==> config.mk <==
export PLATFORM = sky130hd
export DESIGN_NAME = div_seq_frontend
export DESIGN_NICKNAME = d
export VERILOG_FILES = /design/src/rtl/div_seq_frontend.sv
export SDC_FILE = /design/constraint.sdc
export NUM_CORES = 1
export LEC_CHECK = 0
export CORE_MARGIN = 4
export CORE_UTILIZATION = 55
export DETAILED_ROUTE_END_ITERATION = 16
export MAX_ROUTING_LAYER = met4
export PLACE_DENSITY = 0.86
export SLEW_MARGIN = 15
export SYNTH_ARGS = -nofsm -noshare
export SYNTH_HDL_FRONTEND = slang
export SYNTH_SLANG_ARGS = --single-unit
==> constraint.sdc <==
create_clock -name clk -period 4.7 [get_ports clk]
set_clock_uncertainty 0.1 [all_clocks]
set_input_delay 1.41 -clock clk [delete_from_list [all_inputs] [get_ports clk]]
set_output_delay 1.41 -clock clk [all_outputs]
set_load 0.03 [all_outputs]
==> src/rtl/div_seq_frontend.sv <==
// Front-end sequencer for the shift/subtract divider core: it takes operand magnitudes in, runs the core and
// sign-corrects the result. Divide-by-zero and signed overflow are answered locally, and a watchdog bounds the core run.
module div_seq_frontend #(
  parameter int WIDTH   = 32,
  parameter int TIMEOUT = 80
) (
  input  logic               clk,
  input  logic               rst,
  input  logic               in_valid,
  output logic               in_ready,
  input  logic               in_signed,
  input  logic [WIDTH-1:0]   in_dividend,
  input  logic [WIDTH-1:0]   in_divisor,
  output logic               core_rst,
  output logic               core_run,
  output logic [WIDTH-1:0]   core_dividend,
  output logic [WIDTH-1:0]   core_divisor,
  input  logic               core_ready,
  input  logic [2*WIDTH-1:0] core_result,
  output logic               out_valid,
  input  logic               out_ready,
  output logic [WIDTH-1:0]   out_quotient,
  output logic [WIDTH-1:0]   out_remainder,
  output logic               out_dbz,
  output logic               out_err
);
  localparam int CW = $clog2(TIMEOUT + 1);
  localparam logic [WIDTH-1:0] MIN_NEG = {1'b1, {(WIDTH-1){1'b0}}};

  typedef enum logic [2:0] {IDLE, LOAD, RUN, FIX, DONE} state_t;

  state_t             state;
  logic [CW-1:0]      wd_cnt;
  logic               neg_q, neg_r, dbz, ovf, err;
  logic [WIDTH-1:0]   dividend_orig;
  logic [2*WIDTH-1:0] result;

  logic             a_neg, b_neg, is_dbz, is_ovf;
  logic [WIDTH-1:0] a_mag, b_mag, q_fix, r_fix;

  always_comb begin
    a_neg  = in_signed & in_dividend[WIDTH-1];
    b_neg  = in_signed & in_divisor[WIDTH-1];
    a_mag  = a_neg ? (~in_dividend + 1'b1) : in_dividend;
    b_mag  = b_neg ? (~in_divisor + 1'b1) : in_divisor;
    is_dbz = (in_divisor == '0);
    is_ovf = in_signed & (in_dividend == MIN_NEG) & (&in_divisor);
    // The core returns {remainder, quotient} of the magnitudes; the signs are restored here.
    q_fix  = neg_q ? (~result[WIDTH-1:0] + 1'b1) : result[WIDTH-1:0];
    r_fix  = neg_r ? (~result[2*WIDTH-1:WIDTH] + 1'b1) : result[2*WIDTH-1:WIDTH];
  end

  always_ff @(posedge clk) begin
    if (rst) begin
      state         <= IDLE;
      in_ready      <= 1'b1;
      core_rst      <= 1'b0;
      core_run      <= 1'b0;
      core_dividend <= '0;
      core_divisor  <= '0;
      out_valid     <= 1'b0;
      out_quotient  <= '0;
      out_remainder <= '0;
      out_dbz       <= 1'b0;
      out_err       <= 1'b0;
      wd_cnt        <= '0;
      neg_q         <= 1'b0;
      neg_r         <= 1'b0;
      dbz           <= 1'b0;
      ovf           <= 1'b0;
      err           <= 1'b0;
      dividend_orig <= '0;
      result        <= '0;
    end else begin
      case (state)
        IDLE: if (in_valid) begin
          in_ready      <= 1'b0;
          dividend_orig <= in_dividend;
          neg_q         <= a_neg ^ b_neg;
          neg_r         <= a_neg;
          dbz           <= is_dbz;
          ovf           <= is_ovf & ~is_dbz;
          err           <= 1'b0;
          wd_cnt        <= '0;
          core_dividend <= a_mag;
          core_divisor  <= b_mag;
          if (is_dbz || is_ovf) begin
            state <= FIX;
          end else begin
            state    <= LOAD;
            core_rst <= 1'b1;
          end
        end
        LOAD: begin
          core_rst <= 1'b0;
          core_run <= 1'b1;
          state    <= RUN;
        end
        RUN: begin
          wd_cnt <= wd_cnt + 1'b1;
          // A ready seen on the last allowed cycle still counts as a completion.
          if (core_ready) begin
            result   <= core_result;
            core_run <= 1'b0;
            state    <= FIX;
          end else if (wd_cnt + 1'b1 == CW'(TIMEOUT)) begin
            err      <= 1'b1;
            core_run <= 1'b0;
            state    <= FIX;
          end
        end
        FIX: begin
          if (dbz) begin
            out_quotient  <= '1;
            out_remainder <= dividend_orig;
            out_dbz       <= 1'b1;
          end else if (ovf) begin
            out_quotient  <= MIN_NEG;
            out_remainder <= '0;
          end else if (err) begin
            out_quotient  <= '0;
            out_remainder <= '0;
            out_err       <= 1'b1;
          end else begin
            out_quotient  <= q_fix;
            out_remainder <= r_fix;
          end
          out_valid <= 1'b1;
          state     <= DONE;
        end
        DONE: if (out_ready) begin
          out_valid <= 1'b0;
          out_dbz   <= 1'b0;
          out_err   <= 1'b0;
          in_ready  <= 1'b1;
          state     <= IDLE;
        end
        default: state <= IDLE;
      endcase
    end
  end
endmodule
==> key figures <==
Route
  – 1st-iter DRT viols: slightly above 1000
  – Via count: ~12000
  – Wirelength, routed: 37000 um
  – Wirelength per Cell: 18.8 um
  – Vias per Instance: 6.05
  – Antenna viol nets, final: 0
  – Drt pass-1 iters: 6
  – Drc violations: 0

Power
  – VDD IR max: approximately 0.00029 V
  – Tot Pwr: 0.00527 W
  – Cell Pwr Density: approximately 340 nW/um^2
  – Leakage: around 5.5 nW

Timing
  – Max Freq: around 290 MHz
  – Setup TNS Final: 0 ns
  – Setup violations, final: 0
  – Final Critical Period: between 3 and 4 ns
  – Hold WS: around 0.35 ns
  – Worst-Margin Slew: 1.19 ns
  – Final hold viol count: 0
  – Slew Limit Fails: 0
  – Setup WS post-layout: 1.28 ns
  – RSZ-0062 raised after global routing: false
  – Max-Slew Margin vs Limit: 20.4%
  – Final period util: about 73%

Layout
  – Layout area overhead: 30.1%
  – Inserted Diodes: 0
  – Share of cells above drive strength 1: roughly 5.2%
  – Layout Nets: 1815
  – Post-layout util: 73.1%

Floorplan
  – Core region area: about 21000 um^2
  – Num ports: 268
  – Die width: ~150 um
  – Die H: approximately 150 um
  – Die area: 24000 um^2
  – FP Rows: 53
  – Initial core utilization: 56.2%

Placement
  – DP HPWL: 25800 um
  – Routability cong.: between 0.9 and 1
  – Worst slack, placed: 0.811 ns
  – I/O Buffers: 267

Synthesis
  – Mapped Area: 11900 um^2
  – Synth Area in Adders: 0.633%
  – Simple-gate share of the synthesized area: about 22%
  – Synthesized flop and latch total: approximately 240
  – Number of synthesized flops with an enable pin: 0
  – Yosys warns: 0
  – Largest family of logic cells by synthesized area: compound AO/OA/AOI/OAI gates
  – Post-Syn Instances: 1482
  – Multiplexer area fraction after synthesis: less than 1%
  – Syn avg cell area: roughly 8.0 um^2
  – Post-Syn Nets: roughly 1600
  – Synth Area in Compound Gates: about 23%
  – Yosys top cell area share: 41.2%
  – Cell taking the most area after synthesis: dfxtp_1
  – Top_reg_cell synth: dfxtp_1
  – Part of the Yosys area used for sequential elements: 41.2%
  – Synth cell types: 66
  – Synth top area cells: dfxtp_1 (41%), a21oi_1 (8.7%), nand2_1 (7.9%)
  – Asr flop ratio synth: 0%
  – Post-Synth XOR/XNOR Area: 7.90%

Global routing
  – Largest net degree at the start of global routing: 106
  – Total global-route track usage: 30.2%
  – Number of global-route vias before repair: 11000
  – First-pass GRT wire length: 58400 um
  – Grt met1 use: 41.5%
  – Total grt overflow: 0
  – Initial antenna violation count: 0
  – Met2 GRT Util: approximately 47%
  – Most Used Layer, Global Route: met2
  – Grt met3 use: 4.11%

CTS
  – Post-CTS sizing: 0
  – Hold-fix buffers at CTS: 0
  – Num CTS Buffers: 26
  – Worst-Skew Late Latency: 0.53 ns
  – CTS tree: done
  – H-tree Lvls: 1
  – CTS clk-pin slew, worst paths: 0.06 ns
  – CTS Sinks: ~240
  – Clk root buf: clkbuf_16
  – Setup Fix Bufs, Post-CTS: 0
  – CTS Buffer Depth: 3

Critical path
  – Critical Path AT: around 3.7 ns
  – Critical path capture point type: flop
  – Startpoint Class: primary input
  – Critical path type: primary input to flop
  – Worst-path maximum fanout: 7
  – Crit path required time: 5.03 ns

Worst hold path
  – Hold WC Path Type: flop to flop

Flow run
  – MaxCap Viol Count: 0

Outcome
  – Status: completed
-- Yosys cell counts (9+ instances only) --
cell type / instances
nand4_1: 22
o21ai_0: 50
a211oi_1: 25
nand3_1: 24
a221oi_1: 9
xor2_1: 61
o41ai_1: 19
nor3_1: 22
or3_1: 10
xnor2_1: 46
o31ai_1: 23
buf_2: 10
and3_1: 42
dfxtp_1: 244
inv_1: 21
a31oi_1: 22
or4_1: 13
nor2_1: 82
nor4_1: 20
nand2_1: 248
a21oi_1: 205
clkbuf_1: 100
o22ai_1: 54
-- routing by layer --
metal  vias up  part of all wire (%)
met3        68                   7.5
met4         0                   2.6
met5         -                     0
met2       554                    46
met1      5571                    44
li1       5709                     -
-- final cells by class --
type	count	area [um^2]
multi-input combinational	1101	6450
sequential	244	4880
clock buffer	36	769
inverter	21	78.8
timing repair buffer	281	2780
clock inverter	8	118
tap	275	344
fill	1654	5670
-- critical path, stage by stage --
cell and delay [ns]:
clkdlybuf4s50_1 0.56, nor4_1 0.58, nand3_1 0.41, o41ai_1 0.44
xor2_1 0.11, a211oi_1 0.23
-- state kept, by name, indices dropped and copies added, names as in the netlist, 3 cells and up --
| signal | count |
|---|---|
| result | 64 |
| core_dividend | 32 |
| core_divisor | 32 |
| out_quotient | 32 |
| out_remainder | 32 |
| dividend_orig | 31 |
| wd_cnt | 7 |
| state | 3 |
-- power by group --
group	internal, W	total (W)	switching, W
logic	0.000367	0.000903	0.000537
clock network	0.00130	0.00212	0.000826
registers	0.00217	0.00224	0.0000731
-- layout by cell type (no fill, tap or decap), drive strengths merged, types with 3 or more instances in the layout --
cell / count
o41ai: 23
nand3: 24
or3b: 3
a211oi: 25
or3: 11
nor4: 27
mux2i: 8
clkinv: 4
dfxtp: 244
clkbuf: 36
clkdlybuf4s50: 266
and3: 42
nand4: 22
nand2: 248
inv: 21
a41oi: 8
buf: 15
xnor2: 46
o31ai: 23
or4: 16
ha: 6
nor3b: 4
o22ai: 54
o21ai: 52
or2: 5
nor2: 82
nand3b: 6
nand2b: 6
a311oi: 7
bufinv: 3
and4b: 3
and2: 4
nor3: 25
a221oi: 9
a31oi: 22
xor2: 61
a21oi: 205
-- kinds of logic (layout without fill, tap and decap cells) --
family | Yosys count | in the layout
fa+ha+maj | 6 | 6
mux | 8 | 8
simple gates | 537 | 537
buf+inv | 137 | 346
flops | 244 | 244
xor+xnor | 107 | 107
compound gates | 443 | 443
-- worst paths after layout --
| kind | start | end | slack, ns | cells past startpoint |
|---|---|---|---|---|
| worst min-delay path | in_ready | in_ready | 0.35 | 2 |
| worst max register to register | state[0] | out_quotient[29] | 1.69 | 6 |
| worst max-delay path | in_divisor[6] | core_divisor[13] | 1.28 | 6 |
| worst min register to register | in_ready | in_ready | 0.35 | 2 |
-- through the flow --
stage	instance area, um^2	cells
after floorplan	11900	1482
after global placement	14500	1922
after detailed placement	14500	1922
after CTS	15400	1966
after global routing	15400	1966
final	15400	1966
No activity file was read; power rests on OpenSTA's default activity.
